`config.mk`:
```
export PLATFORM = sky130hd
export DESIGN_NAME = jk_bank_arbiter_flat
export DESIGN_NICKNAME = d
export VERILOG_FILES = /design/src/rtl/jk_bank_pkg.sv /design/src/rtl/jk_bank_arbiter_if.sv /design/src/rtl/jk_ff_en.sv /design/src/rtl/jk_bank_arbiter.sv /design/src/flat_wrapper.sv
export SDC_FILE = /design/constraint.sdc
export NUM_CORES = 1
export LEC_CHECK = 0
export ABC_AREA = 0
export CELL_PAD_IN_SITES_DETAIL_PLACEMENT = 1
export CELL_PAD_IN_SITES_GLOBAL_PLACEMENT = 2
export CORE_UTILIZATION = 31
export DETAILED_ROUTE_END_ITERATION = 8
export GPL_TIMING_DRIVEN = 0
export PLACE_DENSITY_LB_ADDON = 0.1
export RECOVER_POWER = 100
export SYNTH_ARGS = -nofsm -noshare
export SYNTH_HDL_FRONTEND = slang
export SYNTH_SLANG_ARGS = --single-unit
```
`constraint.sdc`:
```
create_clock -name clk -period 2.6 [get_ports clk]
set_input_delay 0.65 -clock clk [delete_from_list [all_inputs] [get_ports clk]]
set_output_delay 0.65 -clock clk [all_outputs]
set_load 0.02 [all_outputs]
```
`src/rtl/jk_bank_pkg.sv`:
```
// Shared encodings for the JK bank arbiter: requester op codes and FSM states.
package jk_bank_pkg;

  localparam logic [1:0] OP_HOLD = 2'b00;
  localparam logic [1:0] OP_CLR  = 2'b01;
  localparam logic [1:0] OP_SET  = 2'b10;
  localparam logic [1:0] OP_TGL  = 2'b11;

  typedef enum logic [1:0] {
    S_IDLE  = 2'b00,
    S_GRANT = 2'b01,
    S_APPLY = 2'b10,
    S_DONE  = 2'b11
  } state_e;

endpackage

```
`src/rtl/jk_bank_arbiter_if.sv`:
```
// Two-requester handshake bus for jk_bank_arbiter; master = requester side, slave = arbiter.
interface jk_bank_arbiter_if #(
  parameter int unsigned N_BITS = 4,
  parameter int unsigned SEL_W  = 2
);
  logic              req0;
  logic [1:0]        op0;
  logic [SEL_W-1:0]  sel0;
  logic              req1;
  logic [1:0]        op1;
  logic [SEL_W-1:0]  sel1;
  logic              gnt0;
  logic              gnt1;
  logic              done0;
  logic              done1;
  logic              busy;
  logic [N_BITS-1:0] q;

  modport master (
    output req0, op0, sel0, req1, op1, sel1,
    input  gnt0, gnt1, done0, done1, busy, q
  );

  modport slave (
    input  req0, op0, sel0, req1, op1, sel1,
    output gnt0, gnt1, done0, done1, busy, q
  );
endinterface

```
`src/rtl/jk_ff_en.sv`:
```
// Enable-gated JK flip-flop with asynchronous active-low clear.
module jk_ff_en (
  input  logic clk,
  input  logic reset,
  input  logic E,
  input  logic J,
  input  logic K,
  output logic Q
);
  logic q_q, q_d;

  always_comb begin
    q_d = q_q;
    if (E) begin
      unique case ({J, K})
        2'b00: q_d = q_q;
        2'b01: q_d = 1'b0;
        2'b10: q_d = 1'b1;
        2'b11: q_d = ~q_q;
        default: q_d = q_q;
      endcase
    end
  end

  always_ff @(posedge clk or negedge reset) begin
    if (!reset) q_q <= 1'b0;
    else        q_q <= q_d;
  end

  assign Q = q_q;
endmodule

```
`src/rtl/jk_bank_arbiter.sv`:
```
// Round-robin arbiter sequencing single-bit JK ops from two requesters into a JK bank.
// Define JKARB_FIXED_PRIO_EN to make requester 0 always win ties (no rotating pointer).
module jk_bank_arbiter
  import jk_bank_pkg::*;
#(
  parameter int unsigned N_BITS = 4,
  parameter int unsigned SEL_W  = 2
) (
  input logic              clk,
  input logic              reset,
  jk_bank_arbiter_if.slave bus
);
  state_e             state_q, state_d;
  logic               winner_q, winner_d;
  logic [1:0]         op_q, op_d;
  logic [SEL_W-1:0]   sel_q, sel_d;
  logic               gnt0_q, gnt0_d, gnt1_q, gnt1_d;
  logic               done0_q, done0_d, done1_q, done1_d;
  logic               busy_q, busy_d;
  logic               pick;
  logic [N_BITS-1:0]  q_bank;

`ifdef JKARB_FIXED_PRIO_EN
  assign pick = ~bus.req0;
`else
  logic ptr_q, ptr_d;
  assign pick = (bus.req0 && bus.req1) ? ptr_q : bus.req1;
`endif

  always_comb begin
    state_d  = state_q;
    winner_d = winner_q;
    op_d     = op_q;
    sel_d    = sel_q;
`ifndef JKARB_FIXED_PRIO_EN
    ptr_d    = ptr_q;
`endif
    unique case (state_q)
      S_IDLE: begin
        if (bus.req0 || bus.req1) begin
          state_d  = S_GRANT;
          winner_d = pick;
          op_d     = pick ? bus.op1 : bus.op0;
          sel_d    = pick ? bus.sel1 : bus.sel0;
        end
      end
      S_GRANT: state_d = S_APPLY;
      S_APPLY: state_d = S_DONE;
      S_DONE: begin
        state_d = S_IDLE;
`ifndef JKARB_FIXED_PRIO_EN
        ptr_d   = ~winner_q;
`endif
      end
      default: state_d = S_IDLE;
    endcase
    // Outputs are registered from the next state so they line up with the state itself.
    gnt0_d  = (state_d == S_GRANT) && !winner_d;
    gnt1_d  = (state_d == S_GRANT) &&  winner_d;
    done0_d = (state_d == S_DONE)  && !winner_d;
    done1_d = (state_d == S_DONE)  &&  winner_d;
    busy_d  = (state_d != S_IDLE);
  end

  always_ff @(posedge clk or negedge reset) begin
    if (!reset) begin
      state_q  <= S_IDLE;
      winner_q <= 1'b0;
      op_q     <= OP_HOLD;
      sel_q    <= '0;
      gnt0_q   <= 1'b0;
      gnt1_q   <= 1'b0;
      done0_q  <= 1'b0;
      done1_q  <= 1'b0;
      busy_q   <= 1'b0;
    end else begin
      state_q  <= state_d;
      winner_q <= winner_d;
      op_q     <= op_d;
      sel_q    <= sel_d;
      gnt0_q   <= gnt0_d;
      gnt1_q   <= gnt1_d;
      done0_q  <= done0_d;
      done1_q  <= done1_d;
      busy_q   <= busy_d;
    end
  end

`ifndef JKARB_FIXED_PRIO_EN
  always_ff @(posedge clk or negedge reset) begin
    if (!reset) ptr_q <= 1'b0;
    else        ptr_q <= ptr_d;
  end
`endif

  // Out-of-range selects match no index, so the bank sees no enable at all.
  for (genvar i = 0; i < N_BITS; i++) begin : g_bank
    logic en;
    assign en = (state_q == S_APPLY) && (32'(sel_q) == i);
    jk_ff_en u_ff (
      .clk   (clk),
      .reset (reset),
      .E     (en),
      .J     (en & op_q[1]),
      .K     (en & op_q[0]),
      .Q     (q_bank[i])
    );
  end

  assign bus.gnt0  = gnt0_q;
  assign bus.gnt1  = gnt1_q;
  assign bus.done0 = done0_q;
  assign bus.done1 = done1_q;
  assign bus.busy  = busy_q;
  assign bus.q     = q_bank;
endmodule

```
`src/flat_wrapper.sv`:
```
// flat-port wrapper written by rule: the top's interface ports become plain ports
module jk_bank_arbiter_flat import jk_bank_pkg::*;
#(
  parameter int unsigned N_BITS = 4,
  parameter int unsigned SEL_W  = 2
)
  (clk, reset, bus_req0, bus_op0, bus_sel0, bus_req1, bus_op1, bus_sel1, bus_gnt0, bus_gnt1, bus_done0, bus_done1, bus_busy, bus_q);
  jk_bank_arbiter_if #(.N_BITS(N_BITS), .SEL_W(SEL_W)) bus_i ();
  input logic clk;
  input logic reset;
  input wire logic [$bits(bus_i.req0)-1:0] bus_req0;
  input wire logic [$bits(bus_i.op0)-1:0] bus_op0;
  input wire logic [$bits(bus_i.sel0)-1:0] bus_sel0;
  input wire logic [$bits(bus_i.req1)-1:0] bus_req1;
  input wire logic [$bits(bus_i.op1)-1:0] bus_op1;
  input wire logic [$bits(bus_i.sel1)-1:0] bus_sel1;
  output wire logic [$bits(bus_i.gnt0)-1:0] bus_gnt0;
  output wire logic [$bits(bus_i.gnt1)-1:0] bus_gnt1;
  output wire logic [$bits(bus_i.done0)-1:0] bus_done0;
  output wire logic [$bits(bus_i.done1)-1:0] bus_done1;
  output wire logic [$bits(bus_i.busy)-1:0] bus_busy;
  output wire logic [$bits(bus_i.q)-1:0] bus_q;
  assign bus_i.req0 = bus_req0;
  assign bus_i.op0 = bus_op0;
  assign bus_i.sel0 = bus_sel0;
  assign bus_i.req1 = bus_req1;
  assign bus_i.op1 = bus_op1;
  assign bus_i.sel1 = bus_sel1;
  assign bus_gnt0 = bus_i.gnt0;
  assign bus_gnt1 = bus_i.gnt1;
  assign bus_done0 = bus_i.done0;
  assign bus_done1 = bus_i.done1;
  assign bus_busy = bus_i.busy;
  assign bus_q = bus_i.q;
  jk_bank_arbiter #(.N_BITS(N_BITS), .SEL_W(SEL_W)) u_core (.clk(clk), .reset(reset), .bus(bus_i));
endmodule
```
==> impl_metrics.tcl, run 1 <==
set metrics [dict create \
    crit_buf_inv 2 \
    yosys-top-cells-count "dfrtp_1, a31oi_1, o21ai_0, inv_1, nor2_1" \
    final.period_utilization 0.8179 \
    cts_root_buffer "clkbuf_4" \
    syn_nets 88 \
    yosys.area_share.adder 0.04792 \
    clock_sinks 17 \
    cpMaxStageDelayCell "dlygate4sd3_1" \
    gp_congestion 0.6536 \
    grt_pass1_vias 639 \
    worstMarginPinSlew_ns 0.7786 \
    crit_family "buffers and inverters" \
    ys_seq_elements 17 \
    crit_required_ns 1.95 \
    track_usage 0.1513 \
    diodes 0 \
    r2r-start "u_core.state_q[0]" \
    post_drt_via_cell_ratio 5.016 \
    std_cell_rows 17 \
    cts_buffers 3 \
    reg2reg_depth 5 \
    yosysTopAreaCell "dfrtp_1" \
    cts_hold_buf 0 \
    vias 622 \
    synth-edff-count 0 \
    grt_pass1_wl_um 2822 \
    max-vdd-ir-drop_uv 499.8 \
    synth.distinct_cells 23 \
    ys_top_cells_by_area "dfrtp_1, a31oi_1, ha_1" \
    fin_setup_tns_ns 0 \
    synthXorXnorAreaFrac 0 \
    synth_ff_type "dfrtp_1" \
    clk_pin_slew_ns 0.10 \
    cp.depth 2 \
    holdCritStartpoint "u_core.winner_q" \
    cts_tree "done" \
    port-buffer-count 19 \
    slew_violations 0 \
    syn_inst 73 \
    p_leak_nw 0.4469 \
    overflow 0 \
    hpwl_um 1288 \
    die_area_mm2 0.002732 \
    drc 0 \
    synth_mux_area_frac 0 \
    cts_setup_buffers 0 \
    ys_seq_area_frac 0.5431 \
    io_pins 21 \
    wl_per_cell_um 14.00 \
    die_w_um 52.27 \
    hold-path-endpoint "u_core.ptr_q" \
    yosys_warnings 0 \
    fp.dieH_um 52.27 \
    skew_ns 0.006538 \
    power.density_cell_area_mw_per_mm2 1151 \
    slew_headroom 0.4792 \
    fmax_mhz 470.3 \
    cp_max_fo 3 \
    finalHoldViolCount 0 \
    coreArea_mm2 0.002297 \
    cp_data_arrival_time_ns 1.48 \
    timing.critical_path.slowest_cell_delay_ns 0.63 \
    max-clock-path-buffers 2 \
    totalPowerFinal_mw 1.181 \
    critPathCaptureType "output pin" \
    postRouteAntennaNets 0 \
    htreeDepth 1 \
    setup_viol 0 \
    nets 112 \
    netlist.area_leader.share 0.5431 \
    syn_avg_cell_area_um2 10.73 \
    first_iter_violations 2 \
    ctsResizeCount 0 \
    yosys.area_share.simple 0.1805 \
    grt_antenna_before_repair 0 \
    status "completed" \
    startpoint_type "flip-flop" \
    cap_violations 0 \
    path_cells "buf_4 > dlygate4sd3_1" \
    clock_latency_ns 0.29 \
    yosys.cell_count.top_type "dfrtp_1" \
    period_minus_slack_ns 2.126 \
    synthToLayoutAreaGrowth_pct 30.99 \
    rsz0062_at_grt "no" \
    async_reset_ff_frac 1.000 \
    synth_top_family_by_area "simple AND/OR/NAND/NOR gates" \
    hold_path_class "reg2reg" \
    drive_gt1_frac 0.1042 \
    synth_area_um2 783.3 \
    rr_endpoint "u_core.bus.gnt0" \
    start_util 0.3410 \
    min_path_cells 1 \
    grt_max_degree 18 \
    r2r_setup_slack_ns 0.85 \
    crit_type "reg2out" \
    drt-pass1-iter-count 4 \
    drt_wl_total_um 1736 \
    synth_compound_area_frac 0.1518 \
]
[stage by stage]
| stage | worst slack [ns] | std cells | hold WS (ns) | instance area, um^2 | utilization |
|---|---|---|---|---|---|
| final | 0.4735 | 124 | 0.4508 | 1026 | 0.4466 |
| after global routing | 0.4271 | 124 | 0.4701 | 1026 | 0.4466 |
| after CTS | 0.5459 | 124 | 0.4542 | 1035 | 0.4504 |
| after detailed placement | 0.6115 | 120 | 0.4417 | 1008 | 0.4390 |
| after global placement | 0.6091 | 120 | 0.4415 | 1008 | 0.4390 |
| after floorplan | 1.041 | 73 | 0.3544 | 783.3 | - |
[per-layer routing]
| metal | part of all wire | vias up | track usage |
|---|---|---|---|
| li1 | - | 306 | - |
| met1 | 0.42 | 302 | 0.1547 |
| met2 | 0.53 | 10 | 0.2692 |
| met3 | 0.039 | 4 | 0.06087 |
| met4 | 0.016 | 0 | 0.06579 |
| met5 | 0 | - | 0 |
[power by group]
part	leakage [nW]	total, mW	switching [mW]	internal [mW]
clock	0.0150	0.140	0.0807	0.0597
sequential	0.203	0.492	0.103	0.389
combinational	0.229	0.549	0.290	0.259
total	0.447	1.18	0.474	0.707
[area by class of cell]
type / instances / area, um^2
clock buffer: 4 / 26.28
inverter: 5 / 18.77
timing repair buffer: 19 / 190.2
fill: 271 / 1271
buffer: 5 / 41.29
sequential: 17 / 425.4
multi-input combinational: 46 / 289.0
tap: 28 / 35.03
[state kept, by name, indices dropped and copies added, names as in the netlist]
signal	cells
u_core.bus.gnt0	1
u_core.sel_q	2
u_core.state_q	2
u_core.g_bank.u_ff.Q	4
u_core.bus.gnt1	1
u_core.bus.done1	1
u_core.bus.busy	1
u_core.op_q	2
u_core.bus.done0	1
u_core.winner_q	1
u_core.ptr_q	1
[worst register-to-register path: cells and delay by family (launching register included)]
family	cells	cell delay, ns
flip-flops	1	0.40
buffers and inverters	1	0.09
AO/OA/AOI/OAI	1	0.22
AND/OR/NAND/NOR	2	0.70
adder cells (fa/ha/maj)	1	0.23
[layout by cell type (no fill, tap or decap)]
cell type	synthesis	layout
nor2_1	5	5
clkbuf_1	0	1
nor3b_1	1	1
and2_0	0	1
nand3_1	4	4
or4b_2	0	1
dfrtp_1	17	17
nand4_1	3	3
nand4b_1	1	1
nor2b_1	3	3
o21ai_0	6	7
a32o_1	0	1
o21a_2	1	1
clkbuf_4	0	3
ha_1	3	3
nand2b_1	2	2
buf_4	4	4
a41oi_1	2	2
a21oi_1	1	1
nor3_1	1	1
a31oi_1	6	6
clkdlybuf4s50_1	0	8
inv_1	5	5
nand2_1	3	3
dlygate4sd3_1	0	11
buf_6	1	1
[worst max-delay path by stage]
stage / slack, ns / endpoint / start
floorplan: 1.04 / u_core.bus.gnt0 / bus_req1
global placement: 0.61 / u_core.bus.gnt0 / bus_req0
detailed placement: 0.61 / u_core.bus.gnt0 / bus_req0
CTS: 0.55 / bus_q[0] / u_core.g_bank[0].u_ff.Q
global route: 0.43 / bus_q[1] / u_core.g_bank[1].u_ff.Q
finish: 0.47 / bus_q[1] / u_core.g_bank[1].u_ff.Q
[cell families (layout without fill, tap and decap cells)]
group                    count (synthesis)  count (layout)
AND/OR/NAND/NOR                         25              25
AO/OA/AOI/OAI                           18              18
adder cells (fa/ha/maj)                  3               3
buffers and inverters                   10              33
flip-flops                              17              17
(Power assumes the default switching activity.)
==> inputs of run 2 (changes only) <==
--- a/config.mk
+++ b/config.mk
@@ -8,7 +8,7 @@
 export ABC_AREA = 0
 export CELL_PAD_IN_SITES_DETAIL_PLACEMENT = 1
 export CELL_PAD_IN_SITES_GLOBAL_PLACEMENT = 2
-export CORE_UTILIZATION = 31
+export CORE_UTILIZATION = 28
 export DETAILED_ROUTE_END_ITERATION = 8
 export GPL_TIMING_DRIVEN = 0
 export PLACE_DENSITY_LB_ADDON = 0.1
==> constraint.sdc (replaced) <==
create_clock -name clk -period 2.1 [get_ports clk]
set_input_delay 0.525 -clock clk [delete_from_list [all_inputs] [get_ports clk]]
set_output_delay 0.525 -clock clk [all_outputs]
set_load 0.02 [all_outputs]
==> run 2 against run 1 <==
Sequential share of layout area is 0.15 points lower; core utilization is 4.6 points lower; register-to-register slack worse by 0.50 ns; highest routed layer unchanged.
==> impl_metrics.tcl, run 2 (same netlist as run 1, synthesis figures left out) <==
set metrics [dict create \
    status "completed" \
    diodes 0 \
    drt_wl_total_um 1555 \
    std_cell_rows 18 \
    clk_pin_slew_ns 0.10 \
    cts_root_buffer "clkbuf_4" \
    drive_gt1_frac 0.1146 \
    cts_tree "done" \
    worst_slack_ns 0.1807 \
    drc 0 \
    grt_pass1_wl_um 2546 \
    most-common-layout-cells "dfrtp_1, clkdlybuf4s50_1, o21ai_0, dlygate4sd3_1, a31oi_1" \
    dp.cells 122 \
    max-clock-path-buffers 2 \
    nets 112 \
    clock_latency_ns 0.28 \
    grt_pass1_vias 564 \
    register_area_um2 425.4 \
    design_area_mm2 0.001030 \
    power.density_cell_area_mw_per_mm2 1420 \
    coreArea_mm2 0.002567 \
    finalHoldViolCount 0 \
    grt_max_degree 18 \
    n_fill_cell 303 \
    hold_path_class "reg2reg" \
    cpMaxStageDelayCell "or4b_2" \
    die_w_um 54.89 \
    topRoutingLayerUsed "met4" \
    ctsResizeCount 0 \
    final_common_cell "dfrtp_1" \
    skew_ns 0.001797 \
    period_minus_slack_ns 1.919 \
    port-buffer-count 19 \
    track_usage 0.1234 \
    routed-wl-met3_um 81 \
    dpl_cell_area_mm2 0.001011 \
    path_cells "dlygate4sd3_1 > or4b_2 > o21ai_0 > nor3b_1" \
    worstMarginPinSlew_ns 0.7882 \
    instances_no_fill 126 \
    cp_max_fo 5 \
    final.period_utilization 0.9139 \
    io_pins 21 \
    crit_family "simple AND/OR/NAND/NOR gates" \
    fp.dieH_um 54.89 \
    timing.critical_path.slowest_cell_delay_ns 0.65 \
    drt-pass1-iter-count 3 \
    fin_setup_tns_ns 0 \
    cts_hold_buf 0 \
    wl_met1_um 789 \
    p_leak_nw 0.4479 \
    largest_register_ffs 4 \
    overflow 0 \
    multi_input_area_um2 289.0 \
    critPathCaptureType "flip-flop" \
    rsz0062_at_grt "no" \
    dp_slack_ns 0.2234 \
    slew_violations 0 \
    route.met2.wl_um 671 \
    postRouteAntennaNets 0 \
    htreeDepth 1 \
    setup_viol 0 \
    slew_headroom 0.4728 \
    synthToLayoutAreaGrowth_pct 31.47 \
    cp_data_arrival_time_ns 2.08 \
    die_area_mm2 0.003013 \
    crit_required_ns 2.26 \
    cap_violations 0 \
    crit_type "in2reg" \
    clock_sinks 17 \
    max-vdd-ir-drop_uv 687.4 \
    vias 605 \
    start_util 0.3051 \
    gp_congestion 0.6798 \
    fmax_mhz 521.0 \
    grt_antenna_before_repair 0 \
    post_drt_via_cell_ratio 4.802 \
    crit_buf_inv 1 \
    first_iter_violations 3 \
    cts_setup_buffers 0 \
    wl_per_cell_um 12.34 \
    cts_buffers 3 \
    hpwl_um 1141 \
    startpoint_type "input port" \
]
run 2: cell count changes in the layout (fill, tap and decap cells not counted):
cell	delta
and2_0	-1
clkdlybuf4s50_1	+4
clkinv_2	+1
dlygate4sd3_1	-4
and2_1	+1
clkbuf_1	-1
run 2: power by group:
group	internal, mW	switching, mW
registers	0.481	0.126
clock network	0.0706	0.104
logic	0.335	0.347
total	0.886	0.576
run 2: routing by layer:
| metal | up-vias | track usage |
|---|---|---|
| li1 | 307 | - |
| met1 | 277 | 0.1593 |
| met2 | 19 | 0.1948 |
| met3 | 2 | 0.03279 |
| met4 | 0 | 0.05000 |
| met5 | - | 0 |
run 2: path summary, 6_finish.rpt:
path	start	endpoint	slack [ns]	cells after the start
max	bus_req0	u_core.bus.gnt1	0.18	4
min	u_core.winner_q	u_core.ptr_q	0.46	1
max reg2reg	u_core.state_q[0]	u_core.bus.gnt1	0.35	5
min reg2reg	u_core.winner_q	u_core.ptr_q	0.46	1
max in group asynchronous	reset	u_core.g_bank[1].u_ff.Q	0.86	1
min in group asynchronous	reset	u_core.g_bank[0].u_ff.Q	0.76	1
run 2: stage by stage:
| step | util | hold WS (ns) | power (mW) |
|---|---|---|---|
| after floorplan | - | 0.2294 | 1.065 |
| final | 0.4011 | 0.4583 | 1.463 |
| after global placement | 0.3938 | 0.4429 | 1.314 |
| after global routing | 0.4011 | 0.4981 | 1.606 |
| after detailed placement | 0.3938 | 0.4521 | 1.331 |
| after CTS | 0.4045 | 0.4679 | 1.518 |
run 2: cell type report:
cell class                      instances  share of cell area
Buffer                                  5             0.04010
Clock buffer                            3             0.02187
Clock inverter                          1            0.004860
Inverter                                5             0.01823
Multi-Input combinational cell         46              0.2807
Sequential cell                        17              0.4131
Tap cell                               30             0.03645
Timing Repair Buffer                   19              0.1847
